## config.mk

```make
export PLATFORM = sky130hd
export DESIGN_NAME = trace_check_arbiter
export DESIGN_NICKNAME = d
export VERILOG_FILES = /design/src/rtl/trace_check_arbiter.sv
export SDC_FILE = /design/constraint.sdc
export NUM_CORES = 1
export LEC_CHECK = 0
export BUFFER_PORTS_ARGS = -buffer_cell sky130_fd_sc_hd__buf_2
export CAP_MARGIN = 10
export CORE_MARGIN = 10
export CORE_UTILIZATION = 43
export CTS_CLUSTER_DIAMETER = 60
export DETAILED_ROUTE_END_ITERATION = 10
export PLACE_DENSITY = 0.74
export SKIP_CTS_REPAIR_TIMING = 1
export SLEW_MARGIN = 20
export SYNTH_ARGS = -nofsm -noshare
export SYNTH_HDL_FRONTEND = slang
export SYNTH_SLANG_ARGS = --single-unit
```

## constraint.sdc

```tcl
create_clock -name clk -period 1.39 [get_ports clk]
set_input_delay 0.3475 -clock clk [delete_from_list [all_inputs] [get_ports clk]]
set_output_delay 0.3475 -clock clk [all_outputs]
set_load 0.01 [all_outputs]
```

## src/rtl/trace_check_arbiter.sv

```systemverilog
// Round-robin arbiter sharing one cpu_checker between two trace-line sources, one whole record at a time.
// Optional result counters (cnt_pc/cnt_addr/cnt_err) are built when TRACE_ARB_STATS_EN is defined.
module trace_check_arbiter #(
    parameter int          MAX_LEN  = 64,
    parameter logic [7:0]  GAP_CHAR = 8'h0A
) (
    input  logic       clk,
    input  logic       reset,
    input  logic       req0_valid,
    input  logic [7:0] req0_char,
    output logic       req0_ready,
    input  logic       req1_valid,
    input  logic [7:0] req1_char,
    output logic       req1_ready,
    output logic       res0_valid,
    output logic       res1_valid,
    output logic [1:0] res_type,
    output logic [7:0] chk_char,
    input  logic [1:0] chk_format_type
`ifdef TRACE_ARB_STATS_EN
    ,
    output logic [15:0] cnt_pc,
    output logic [15:0] cnt_addr,
    output logic [15:0] cnt_err
`endif
);

    localparam int             LW        = $clog2(MAX_LEN + 1);
    localparam logic [LW-1:0]  MAX_LEN_L = LW'(MAX_LEN);
    localparam logic [7:0]     HASH      = 8'h23;

    typedef enum logic [2:0] {
        S_IDLE,
        S_SEP,
        S_STREAM,
        S_DRAIN,
        S_WAIT,
        S_ABORT,
        S_DONE
    } state_t;

    state_t        state_q, state_d;
    logic          owner_q, owner_d;
    logic          ptr_q, ptr_d;
    logic [LW-1:0] len_q, len_d;
    logic          res0Valid_q, res0Valid_d;
    logic          res1Valid_q, res1Valid_d;
    logic [1:0]    resType_q, resType_d;

    logic          ownerValid;
    logic [7:0]    ownerChar;
    logic          ownerReady;
    logic [LW-1:0] lenInc;

    assign ownerValid = owner_q ? req1_valid : req0_valid;
    assign ownerChar  = owner_q ? req1_char  : req0_char;
    assign ownerReady = (state_q == S_STREAM) || (state_q == S_DRAIN);
    assign lenInc     = len_q + LW'(1);

    assign req0_ready = ownerReady && !owner_q;
    assign req1_ready = ownerReady && owner_q;
    assign chk_char   = (state_q == S_STREAM && ownerValid) ? ownerChar : GAP_CHAR;
    assign res0_valid = res0Valid_q;
    assign res1_valid = res1Valid_q;
    assign res_type   = resType_q;

    always_ff @(posedge clk) begin
        if (reset) begin
            state_q     <= S_IDLE;
            owner_q     <= 1'b0;
            ptr_q       <= 1'b0;
            len_q       <= '0;
            res0Valid_q <= 1'b0;
            res1Valid_q <= 1'b0;
            resType_q   <= 2'b00;
        end else begin
            state_q     <= state_d;
            owner_q     <= owner_d;
            ptr_q       <= ptr_d;
            len_q       <= len_d;
            res0Valid_q <= res0Valid_d;
            res1Valid_q <= res1Valid_d;
            resType_q   <= resType_d;
        end
    end

    always_comb begin
        state_d     = state_q;
        owner_d     = owner_q;
        ptr_d       = ptr_q;
        len_d       = len_q;
        res0Valid_d = 1'b0;
        res1Valid_d = 1'b0;
        resType_d   = resType_q;

        case (state_q)
            S_IDLE: begin
                if (req0_valid && req1_valid) begin
                    owner_d = ptr_q;
                    state_d = S_SEP;
                end else if (req0_valid) begin
                    owner_d = 1'b0;
                    state_d = S_SEP;
                end else if (req1_valid) begin
                    owner_d = 1'b1;
                    state_d = S_SEP;
                end
            end
            S_SEP: begin
                len_d   = '0;
                state_d = S_STREAM;
            end
            S_STREAM: begin
                if (ownerValid) begin
                    len_d = lenInc;
                    if (ownerChar == HASH) begin
                        state_d = S_WAIT;
                    end else if (lenInc == MAX_LEN_L) begin
                        state_d = S_DRAIN;
                    end
                end
            end
            S_DRAIN: begin
                if (ownerValid && ownerChar == HASH) begin
                    state_d = S_ABORT;
                end
            end
            // The checker's verdict for '#' appears exactly one cycle after it was forwarded.
            S_WAIT: begin
                resType_d   = chk_format_type;
                res0Valid_d = !owner_q;
                res1Valid_d = owner_q;
                state_d     = S_DONE;
            end
            S_ABORT: begin
                resType_d   = 2'b00;
                res0Valid_d = !owner_q;
                res1Valid_d = owner_q;
                state_d     = S_DONE;
            end
            S_DONE: begin
                ptr_d   = ~owner_q;
                state_d = S_IDLE;
            end
            default: begin
                state_d = S_IDLE;
            end
        endcase
    end

`ifdef TRACE_ARB_STATS_EN
    logic [15:0] cntPc_q, cntAddr_q, cntErr_q;

    // Aborted records carry res_type 00, so they land in the error bucket naturally.
    always_ff @(posedge clk) begin
        if (reset) begin
            cntPc_q   <= '0;
            cntAddr_q <= '0;
            cntErr_q  <= '0;
        end else if (state_q == S_DONE) begin
            if (resType_q == 2'b01) begin
                if (cntPc_q != 16'hFFFF) cntPc_q <= cntPc_q + 16'd1;
            end else if (resType_q == 2'b10) begin
                if (cntAddr_q != 16'hFFFF) cntAddr_q <= cntAddr_q + 16'd1;
            end else begin
                if (cntErr_q != 16'hFFFF) cntErr_q <= cntErr_q + 16'd1;
            end
        end
    end

    assign cnt_pc   = cntPc_q;
    assign cnt_addr = cntAddr_q;
    assign cnt_err  = cntErr_q;
`endif

endmodule

```

==> flow_summary.json <==
{
  "port-buffer-count": 35,
  "clock.fmax_mhz": 541,
  "final.setup.worst_slack_ps": -457,
  "p_sw_uw": 341,
  "path_cells": "mux2i_2 > or3_4 > nor2_4 > buf_6",
  "viasPerCell": 5.59,
  "ys_seq_area_frac": 0.332,
  "synth_mux_area_frac": 0.108,
  "final_util": 0.657,
  "finalHoldViolCount": 0,
  "wl_mm": 3.01,
  "peakVddDrop_uv": 587,
  "cts_tree": "built",
  "fin_crit_ps": 1850,
  "hp-class": "in -> reg",
  "fill_cells": 193,
  "cts_root_buffer": "clkbuf_4",
  "diodes": 0,
  "pwr-share-clk": 0.275,
  "cpMaxStageDelayCell": "or3_4",
  "synth_compound_area_frac": 0.177,
  "antenna_left": 0,
  "maxSlewViolCount": 0,
  "cp_top_family": "simple AND/OR/NAND/NOR gates",
  "io_pins": 36,
  "hold_slack_ps": 370,
  "crit_arrival_ps": 1500,
  "drc": 0,
  "async_reset_ff_frac": 0,
  "leakagePower_uw": 0.000570,
  "end_kind": "primary output",
  "grt.overflow.total": 0,
  "netlist.area_leader.share": 0.332,
  "die_area_mm2": 0.00454,
  "cts_num_sinks": 16,
  "clk_pin_slew_worst_paths_ps": 90,
  "max-slew-margin-rel": 0.771,
  "power_density_mw_per_mm2": 796,
  "dr_total_vias": 1090,
  "drive_gt1_frac": 0.443,
  "fp.dieW_um": 67.4,
  "cts-buffers-inserted": 3,
  "ys_types": 35,
  "synth.cell_area_um2": 966,
  "path_class": "reg -> out",
  "clock-skew-final_ps": 5.37,
  "initial_utilization": 0.445,
  "hpwlAfterDp_mm": 2.19,
  "tightest_slew_ps": 337,
  "synth_edf_count": 0,
  "synthFlopType": "dfxtp_1",
  "synthSimpleGateAreaFrac": 0.323,
  "core_mm2": 0.00217,
  "critical_path_required_ps": 1040,
  "synth_top_area_cell": "dfxtp_1",
  "wire_per_inst_um": 15.4,
  "grt_first_pass_wirelength_mm": 4.79,
  "crit_fanout": 5,
  "status": "complete, but fails checks",
  "p_int_uw": 793,
  "max_stage_delay_ps": 440,
  "yosys_warnings": 0,
  "rsz0062_at_grt": "yes",
  "synthCells": 121,
  "synth_area_leaders": "dfxtp_1 33%, nor2_1 10%, mux2i_1 9.3%, a21oi_1 7.3%, nor4b_1 3.6%",
  "setup_violations": 19,
  "total_power_uw": 1130,
  "place_congestion": 0.833,
  "clk_latency_ps": 290,
  "dr.pass1.iters": 4,
  "synth_fp_nets": 144,
  "synth_top_family_by_area": "simple AND/OR/NAND/NOR gates",
  "antenna_found_initial": 0,
  "place_area_mm2": 0.00128,
  "final.period_utilization": 1.33,
  "combPwrFrac": 0.299,
  "start_kind": "flop",
  "synth_area_per_cell_um2": 7.98,
  "cts_max_level": 1,
  "layout.nets": 191,
  "syn2layout_area_growth_pct": 47.5,
  "cts_buffer_depth": 2,
  "sw_frac_of_total": 0.301,
  "synth-seq-cells": 16,
  "maxCapViolCount": 0,
  "die-height_um": 67.4,
  "grt_pass1_vias": 1085,
  "rows": 17,
  "synth_xor_area_frac": 0,
  "grt_usage": 0.131,
  "stdcell_area_mm2": 0.00143,
  "violations": "negative setup slack",
  "synth_fa_ha_area_frac": 0.0130,
  "seq_power_share": 0.426,
  "grt_max_degree": 17,
  "crit_buf_inv": 1,
  "drtIter0Drc": 64
}
## worst min-delay path: cells and delay by family
kind	cells	cell delay (ps)
AO/OA/AOI/OAI	1	90
buffers and inverters	1	120
AND/OR/NAND/NOR	1	70
## kinds of logic after synthesis
kind of cell,Yosys count
DFF,16
buffers and inverters,8
adders and majority gates,1
AOI/OAI and AO/OA,27
muxes,10
and+or+nand+nor,59
## Yosys cell counts, types with 3 or more instances
library cell,count
nor2_1,26
dfxtp_1,16
a21oi_1,14
mux2i_1,9
nand2_1,5
nand3_1,4
nor3_1,4
nor4b_1,4
a211oi_1,3
clkbuf_1,3
nand2b_1,3
nor3b_1,3
## metrics by stage
stage / setup TNS [ps] / setup WS (ps) / std cells
2_1_floorplan: -1840 / -199 / 121
3_3_place_gp: -2860 / -252 / 190
3_5_place_dp: -3440 / -287 / 190
4_1_cts: -5520 / -526 / 194
5_1_grt: -6090 / -517 / 195
6_report: -4440 / -457 / 195
## power groups by stage
stage               Sequential (uW)  Clock (uW)  Combinational [uW]
finish                          483         312                 340
floorplan                       485           0                 186
CTS                             478         324                 288
global placement                488           0                 277
detailed placement              488           0                 287
global route                    485         351                 367
## routing by layer
metal,GRT usage,part of all wire
met5,0,0
met4,0.0436,0.021
met3,0.0397,0.039
met2,0.239,0.56
met1,0.140,0.38
## final timing paths
path	from	to	slack, ps	depth (start not counted)
max	owner_q$_SDFFE_PP0P_	chk_char[4]	-460	4
min	req1_valid	owner_q$_SDFFE_PP0P_	370	3
max reg2reg	owner_q$_SDFFE_PP0P_	len_q[6]$_SDFFE_PP0P_	-120	5
min reg2reg	res_type[1]$_SDFFE_PP0N_	res_type[1]$_SDFFE_PP0N_	490	2
## state kept, by name, indices dropped and copies added (netlist names)
signal,cells
len_q,7
state_q,3
res_type,2
owner_q,1
ptr_q,1
res0_valid,1
res1_valid,1
## layout by cell type (no fill, tap or decap), types with 4 or more instances in the layout
cell and count:
buf_2 33, a21oi_1 13, nor2_1 20, mux2i_1 5, nor3_1 4, buf_4 11
nand3_1 4, nor2_4 6, dfxtp_1 14, nand2_1 5
## final cells by class
| type | count | area, um^2 | area share |
|---|---|---|---|
| Tap cell | 28 | 35.0 | 0.0246 |
| Multi-Input combinational cell | 98 | 731 | 0.513 |
| Clock buffer | 4 | 36.3 | 0.0255 |
| Timing Repair Buffer | 48 | 297 | 0.208 |
| Sequential cell | 16 | 323 | 0.227 |
| Inverter | 1 | 3.75 | 0.00263 |
No activity file was read; power rests on OpenSTA's default activity.
